[src/rtl/rs_scheduler.sv]
// rs_scheduler: partitioned reservation station with slot-bitmask wakeup and age-matrix oldest-ready select.
// disp_pkt[FU_W-1:0] carries fu_sel. Define RS_PERF_CNT_EN to add the performance counter outputs.
module rs_scheduler #(
    parameter int NUM_FUS    = 4,
    parameter int RS_ENTRIES = 4,
    parameter int PKT_W      = 16,
    localparam int TOT_SLOTS = NUM_FUS * RS_ENTRIES,
    localparam int SLOT_W    = $clog2(TOT_SLOTS),
    localparam int FU_W      = (NUM_FUS > 1) ? $clog2(NUM_FUS) : 1
) (
    input  logic                        clk,
    input  logic                        rst,
    input  logic [PKT_W-1:0]            disp_pkt,
    input  logic                        disp_valid,
    input  logic [TOT_SLOTS-1:0]        dependency_mask,
    output logic [SLOT_W-1:0]           rs_entry_idx,
    output logic                        rs_full,
    input  logic                        flush,
    input  logic [NUM_FUS-1:0]          fu_ready,
    output logic [NUM_FUS-1:0]          issue_valid,
    output logic [NUM_FUS*PKT_W-1:0]    issue_pkt,
    output logic [NUM_FUS*SLOT_W-1:0]   issue_slot
`ifdef RS_PERF_CNT_EN
    ,
    output logic [31:0]                 perf_full_cycles,
    output logic [NUM_FUS*32-1:0]       perf_issue_cnt,
    output logic [NUM_FUS*32-1:0]       perf_stall_cycles
`endif
);

    logic [TOT_SLOTS-1:0]  valid_q, valid_d;
    logic [PKT_W-1:0]      pkt_q  [TOT_SLOTS];
    logic [PKT_W-1:0]      pkt_d  [TOT_SLOTS];
    logic [TOT_SLOTS-1:0]  mask_q [TOT_SLOTS];
    logic [TOT_SLOTS-1:0]  mask_d [TOT_SLOTS];
    // age_q[f][i][j] set means local slot i of partition f was dispatched before local slot j
    logic [RS_ENTRIES-1:0] age_q  [NUM_FUS][RS_ENTRIES];
    logic [RS_ENTRIES-1:0] age_d  [NUM_FUS][RS_ENTRIES];

    logic [TOT_SLOTS-1:0]  ready_vec;
    logic [TOT_SLOTS-1:0]  older_ready_vec;
    logic [TOT_SLOTS-1:0]  issuing_vec;
    logic [FU_W-1:0]       alloc_fu;
    logic                  alloc;
    logic [SLOT_W-1:0]     alloc_slot;

    assign alloc_fu = disp_pkt[FU_W-1:0];

    always_comb begin
        rs_full = 1'b0;
        for (int f = 0; f < NUM_FUS; f++)
            if (&valid_q[f*RS_ENTRIES +: RS_ENTRIES]) rs_full = 1'b1;
    end

    always_comb begin
        alloc      = disp_valid && !rs_full && !flush;
        alloc_slot = '0;
        for (int f = 0; f < NUM_FUS; f++)
            if (int'(alloc_fu) == f)
                for (int i = RS_ENTRIES - 1; i >= 0; i--)
                    if (!valid_q[f*RS_ENTRIES+i]) alloc_slot = SLOT_W'(f*RS_ENTRIES + i);
        rs_entry_idx = alloc ? alloc_slot : '0;
    end

    always_comb begin
        for (int s = 0; s < TOT_SLOTS; s++)
            ready_vec[s] = valid_q[s] && (mask_q[s] == '0);
    end

    // A ready slot is blocked if any other ready slot in its partition is older.
    always_comb begin
        older_ready_vec = '0;
        for (int f = 0; f < NUM_FUS; f++)
            for (int i = 0; i < RS_ENTRIES; i++)
                for (int j = 0; j < RS_ENTRIES; j++)
                    if (ready_vec[f*RS_ENTRIES+j] && age_q[f][j][i])
                        older_ready_vec[f*RS_ENTRIES+i] = 1'b1;
    end

    always_comb begin
        issue_valid = '0;
        issue_pkt   = '0;
        issue_slot  = '0;
        issuing_vec = '0;
        for (int f = 0; f < NUM_FUS; f++)
            for (int i = 0; i < RS_ENTRIES; i++)
                if (ready_vec[f*RS_ENTRIES+i] && !older_ready_vec[f*RS_ENTRIES+i]) begin
                    issue_valid[f]                   = 1'b1;
                    issue_pkt[f*PKT_W +: PKT_W]      = pkt_q[f*RS_ENTRIES+i];
                    issue_slot[f*SLOT_W +: SLOT_W]   = SLOT_W'(f*RS_ENTRIES + i);
                    issuing_vec[f*RS_ENTRIES+i]      = fu_ready[f];
                end
    end

    always_comb begin
        valid_d = valid_q & ~issuing_vec;
        for (int s = 0; s < TOT_SLOTS; s++) begin
            pkt_d[s]  = pkt_q[s];
            mask_d[s] = mask_q[s] & ~issuing_vec;
            if (alloc && (SLOT_W'(s) == alloc_slot)) begin
                valid_d[s] = 1'b1;
                pkt_d[s]   = disp_pkt;
                mask_d[s]  = dependency_mask & valid_q & ~issuing_vec & ~(TOT_SLOTS'(1) << s);
            end
        end
        for (int f = 0; f < NUM_FUS; f++)
            for (int i = 0; i < RS_ENTRIES; i++)
                for (int j = 0; j < RS_ENTRIES; j++) begin
                    age_d[f][i][j] = age_q[f][i][j] &&
                                     !issuing_vec[f*RS_ENTRIES+i] && !issuing_vec[f*RS_ENTRIES+j];
                    // The new entry is younger than every survivor of this edge.
                    if (alloc && (SLOT_W'(f*RS_ENTRIES + i) == alloc_slot))
                        age_d[f][i][j] = 1'b0;
                    if (alloc && (SLOT_W'(f*RS_ENTRIES + j) == alloc_slot))
                        age_d[f][i][j] = valid_q[f*RS_ENTRIES+i] && !issuing_vec[f*RS_ENTRIES+i];
                end
        if (flush) begin
            valid_d = '0;
            for (int s = 0; s < TOT_SLOTS; s++) begin
                pkt_d[s]  = '0;
                mask_d[s] = '0;
            end
            for (int f = 0; f < NUM_FUS; f++)
                for (int i = 0; i < RS_ENTRIES; i++)
                    age_d[f][i] = '0;
        end
    end

    always_ff @(posedge clk) begin
        if (rst) begin
            valid_q <= '0;
            for (int s = 0; s < TOT_SLOTS; s++) begin
                pkt_q[s]  <= '0;
                mask_q[s] <= '0;
            end
            for (int f = 0; f < NUM_FUS; f++)
                for (int i = 0; i < RS_ENTRIES; i++)
                    age_q[f][i] <= '0;
        end else begin
            valid_q <= valid_d;
            for (int s = 0; s < TOT_SLOTS; s++) begin
                pkt_q[s]  <= pkt_d[s];
                mask_q[s] <= mask_d[s];
            end
            for (int f = 0; f < NUM_FUS; f++)
                for (int i = 0; i < RS_ENTRIES; i++)
                    age_q[f][i] <= age_d[f][i];
        end
    end

    a_no_disp_when_full: assert property (@(posedge clk) disable iff (rst) !(disp_valid && rs_full));

`ifdef RS_PERF_CNT_EN
    logic [31:0] perf_full_q, perf_full_d;
    logic [31:0] perf_issue_q [NUM_FUS];
    logic [31:0] perf_issue_d [NUM_FUS];
    logic [31:0] perf_stall_q [NUM_FUS];
    logic [31:0] perf_stall_d [NUM_FUS];

    // Counters survive flush; only rst clears them.
    always_comb begin
        perf_full_d       = perf_full_q + 32'(disp_valid && rs_full);
        perf_full_cycles  = perf_full_q;
        perf_issue_cnt    = '0;
        perf_stall_cycles = '0;
        for (int f = 0; f < NUM_FUS; f++) begin
            perf_issue_d[f] = perf_issue_q[f] + 32'(issue_valid[f] && fu_ready[f]);
            perf_stall_d[f] = perf_stall_q[f] +
                              32'((|valid_q[f*RS_ENTRIES +: RS_ENTRIES]) &&
                                  !(|ready_vec[f*RS_ENTRIES +: RS_ENTRIES]));
            perf_issue_cnt[f*32 +: 32]    = perf_issue_q[f];
            perf_stall_cycles[f*32 +: 32] = perf_stall_q[f];
        end
    end

    always_ff @(posedge clk) begin
        if (rst) begin
            perf_full_q <= '0;
            for (int f = 0; f < NUM_FUS; f++) begin
                perf_issue_q[f] <= '0;
                perf_stall_q[f] <= '0;
            end
        end else begin
            perf_full_q <= perf_full_d;
            for (int f = 0; f < NUM_FUS; f++) begin
                perf_issue_q[f] <= perf_issue_d[f];
                perf_stall_q[f] <= perf_stall_d[f];
            end
        end
    end
`else
    // Counters compiled out: no perf state or ports exist in this build.
`endif

endmodule

[config.mk]
export PLATFORM = sky130hd
export DESIGN_NAME = rs_scheduler
export DESIGN_NICKNAME = d
export VERILOG_FILES = /design/src/rtl/rs_scheduler.sv
export SDC_FILE = /design/constraint.sdc
export NUM_CORES = 1
export LEC_CHECK = 0
export CORE_UTILIZATION = 45
export CTS_CLUSTER_DIAMETER = 120
export DETAILED_ROUTE_END_ITERATION = 16
export GPL_TIMING_DRIVEN = 0
export MAX_ROUTING_LAYER = met4
export PLACE_DENSITY_LB_ADDON = 0.2
export SETUP_SLACK_MARGIN = 0.4
export SYNTH_ARGS = -nofsm -noshare
export SYNTH_HDL_FRONTEND = slang
export SYNTH_SLANG_ARGS = --single-unit
[constraint.sdc]
create_clock -name clk -period 6 [get_ports clk]
set_input_delay 1.8 -clock clk [delete_from_list [all_inputs] [get_ports clk]]
set_output_delay 1.8 -clock clk [all_outputs]
set_load 0.03 [all_outputs]
==> out/results.tsv <==
metric	value	unit
antenna violations before repair	1	
Clock Skew	0.0214	ns
row count	86	
layout net count	3501	
Startpoint Class	input port	
min-delay worst type	flip-flop to flip-flop	
Pwr Density	282	nW/um2
vias per std cell	6.11	
area leader, netlist	dfxtp_1	
Worst setup EP type	output pin	
Final ANT Viol Nets	0	
fin. max-slew vios	0	
dpl cells	4122	
Clock power frac	49.4	%
Synth Instances	3261	
CP Data Arrival Time	3.97	ns
R2R depth	8	
Max Fanout on Critical Path	10	
Req. time, crit path	4.20	ns
EDFF count, synth	0	
Layout area overhead	18.4	%
critical path class	input port to output pin	
mapped cell area	25400	um2
Initial Utilization	45.7	%
chip width	239	um
Clk Latency, worst-skew pair	0.62	ns
DIE AREA	57300	um2
DRT Pass-1 Iters	11	
sw frac	23.5	%
Residual DRC	0	
Max Cap Viol	0	
Leakage	10.2	nW
vias in the first global route	24100	
DPL Wire Length	77.5	mm
Crit. Startpoint	disp_pkt[0]	
Post-Layout Cell Count	4259	
dominant synthesized flop cell	dfxtp_1	
PnR worst setup slack	0.230	ns
Int Pwr	6.48	mW
Max clock buf depth	3	
GPL Wtd Cong	1.04	
ys async rst share	0	%
GR Util All Layers	38.0	%
Netlist cell types	83	
ranking of synthesized cells by area	dfxtp_1 (47%), nand2_1 (15%), a21oi_1 (8.8%)	
Least-Margin Pin Slew	1.42	ns
clock sink total	592	
hold depth	2	
hold_sp	mask_q[0][10]	
CTS tree	built	
final WL	107	mm
Logic pwr share	4.1	%
CTS Buf Count	66	
# setup viols final	0	
syn avg cell area	7.77	um2
Core Region	55400	um2
grt ovf	0	
synth warn	0	
f_max	0.173	GHz
post-layout min period	5.77	ns
share of power burned in registers	46.5	%
Max rail drop VDD	0.000231	V
htree depth	3	
sequential-to-total area share from yosys stat	46.7	%
IO buf count	110	
layout cells sized above 1	9.49	%
clk root buf	clkbuf_16	
WHS Endpoint	mask_q[0][10]	
Starting DRT DRC Count	3310	
Relative slew margins	5.01	%
top-area cell type share of the netlist area	46.7	%
first-pass GRT wire length	156	mm
worst reg2reg path endpoint	age_q[2][4]	
fin crit share	96.2	%
Crit Reg-Reg Startpoint	valid_q[10]	
#FFs+latches synth	592	
largest net degree at the start of global routing	14	
total number of vias	26000	
wire per inst	25.2	um
Worst R2R Setup Slack	2.00	ns
outcome	completed	
io pins	129	
pre-CTS setup slack	-0.640	ns
final hold violation count	0	
Die H	239	um
switching pwr	1.99	mW
Reg clk slew, reported paths	0.06	ns
unrepaired setup endpoints after global routing	true	
## registers in the layout (all words and copies together) (netlist names)
signal / count
mask_q: 256
pkt_q: 256
age_q: 64
valid_q: 16
## layer usage
metal | global-route usage (%) | routed length, um
met1 | 51.2 | 44500
met2 | 55.5 | 46300
met3 | 6.57 | 11600
met4 | 16.9 | 4890
met5 | - | 0
## cell families (layout without fill, tap and decap cells)
family	count (synthesis)	count (layout)	synth area share (%)
and+or+nand+nor	1594	1594	29.1
other	1	6	0.0148
buffers and inverters	329	574	5.72
AOI/OAI and AO/OA	715	715	17.2
muxes	30	30	1.18
DFF	592	592	46.7
## layout by cell type (no fill, tap or decap), types with 41 or more instances in the layout
master and n:
clkbuf_16 71, nor2_1 97, nand3_1 96, a32oi_1 50, dfxtp_1 585, a21oi_1 445
buf_2 97, nand2_1 1011, o21ai_0 62, nand4_1 65, clkbuf_1 186, nor3_1 51
and3_1 56, nor4_1 41, dlygate4sd2_1 47
## layout make-up
class                           count  area (um2)
Sequential cell                   592       11900
Tap cell                          748         936
Fill cell                        5296       25400
Multi-Input combinational cell   2343       12300
Inverter                           20        75.1
Antenna cell                        2        5.00
Timing Repair Buffer              129        1240
Clock inverter                     15         154
Clock buffer                      101        2050
Buffer                            309        1420
## what timing repair did
action,CTS,global route
resized for setup,108,40
hold buffers,0,0
buffers inserted,16,3
pin swaps,9,4
cloned,0,0
endpoints found under the setup margin,84,50
## critical path: stages
cell and delay (ns):
clkdlybuf4s50_1 0.42, clkbuf_4 0.19, or2_2 0.36, a211oi_4 0.21, or4_4 0.21, buf_12 0.17, buf_8 0.18, nand2_4 0.10
nor2_2 0.13, buf_4 0.17
## how the worst max path moves through the flow
stage          depth (start not counted)         endpoint
2_1_floorplan                          8  rs_entry_idx[0]
3_3_place_gp                          10  rs_entry_idx[0]
5_1_grt                               10  rs_entry_idx[0]
3_5_place_dp                          10  rs_entry_idx[0]
4_1_cts                               10  rs_entry_idx[0]
6_report                              10  rs_entry_idx[0]
## power groups by stage
stage | Clock, mW | Combinational (mW) | Sequential, mW
floorplan | 0 | 0.154 | 4.02
global placement | 0 | 0.325 | 4.03
detailed placement | 0 | 0.326 | 4.03
CTS | 4.19 | 0.330 | 3.94
global route | 4.36 | 0.347 | 3.94
finish | 4.18 | 0.344 | 3.94
## cell usage after synthesis (11+ instances only)
library cell,n
a21boi_1,18
a21oi_1,445
a221oi_1,18
a32oi_1,50
and2_1,29
and3_1,56
and4_1,11
buf_2,96
buf_4,13
clkbuf_1,186
dfxtp_1,592
inv_1,16
mux2i_1,30
nand2_1,1012
nand3_1,96
nand4_1,65
nor2_1,99
nor3_1,52
nor4_1,43
nor4b_1,29
o211ai_1,18
o21ai_0,62
o311a_1,17
or4_1,15
## metrics by stage
step | setup TNS (ns) | hold slack [ns] | cell area, um2 | power [mW] | utilization [%]
CTS | 0 | 0.450 | 29800 | 8.46 | 53.8
detailed placement | -0.964 | 0.443 | 27400 | 4.35 | 49.4
floorplan | 0 | 0.430 | 25400 | 4.18 | -
finish | 0 | 0.451 | 30000 | 8.46 | 54.2
global route | 0 | 0.466 | 30000 | 8.64 | 54.1
global placement | -0.987 | 0.439 | 27400 | 4.35 | 49.4
Note: power is estimated with default switching activity, not from simulation.
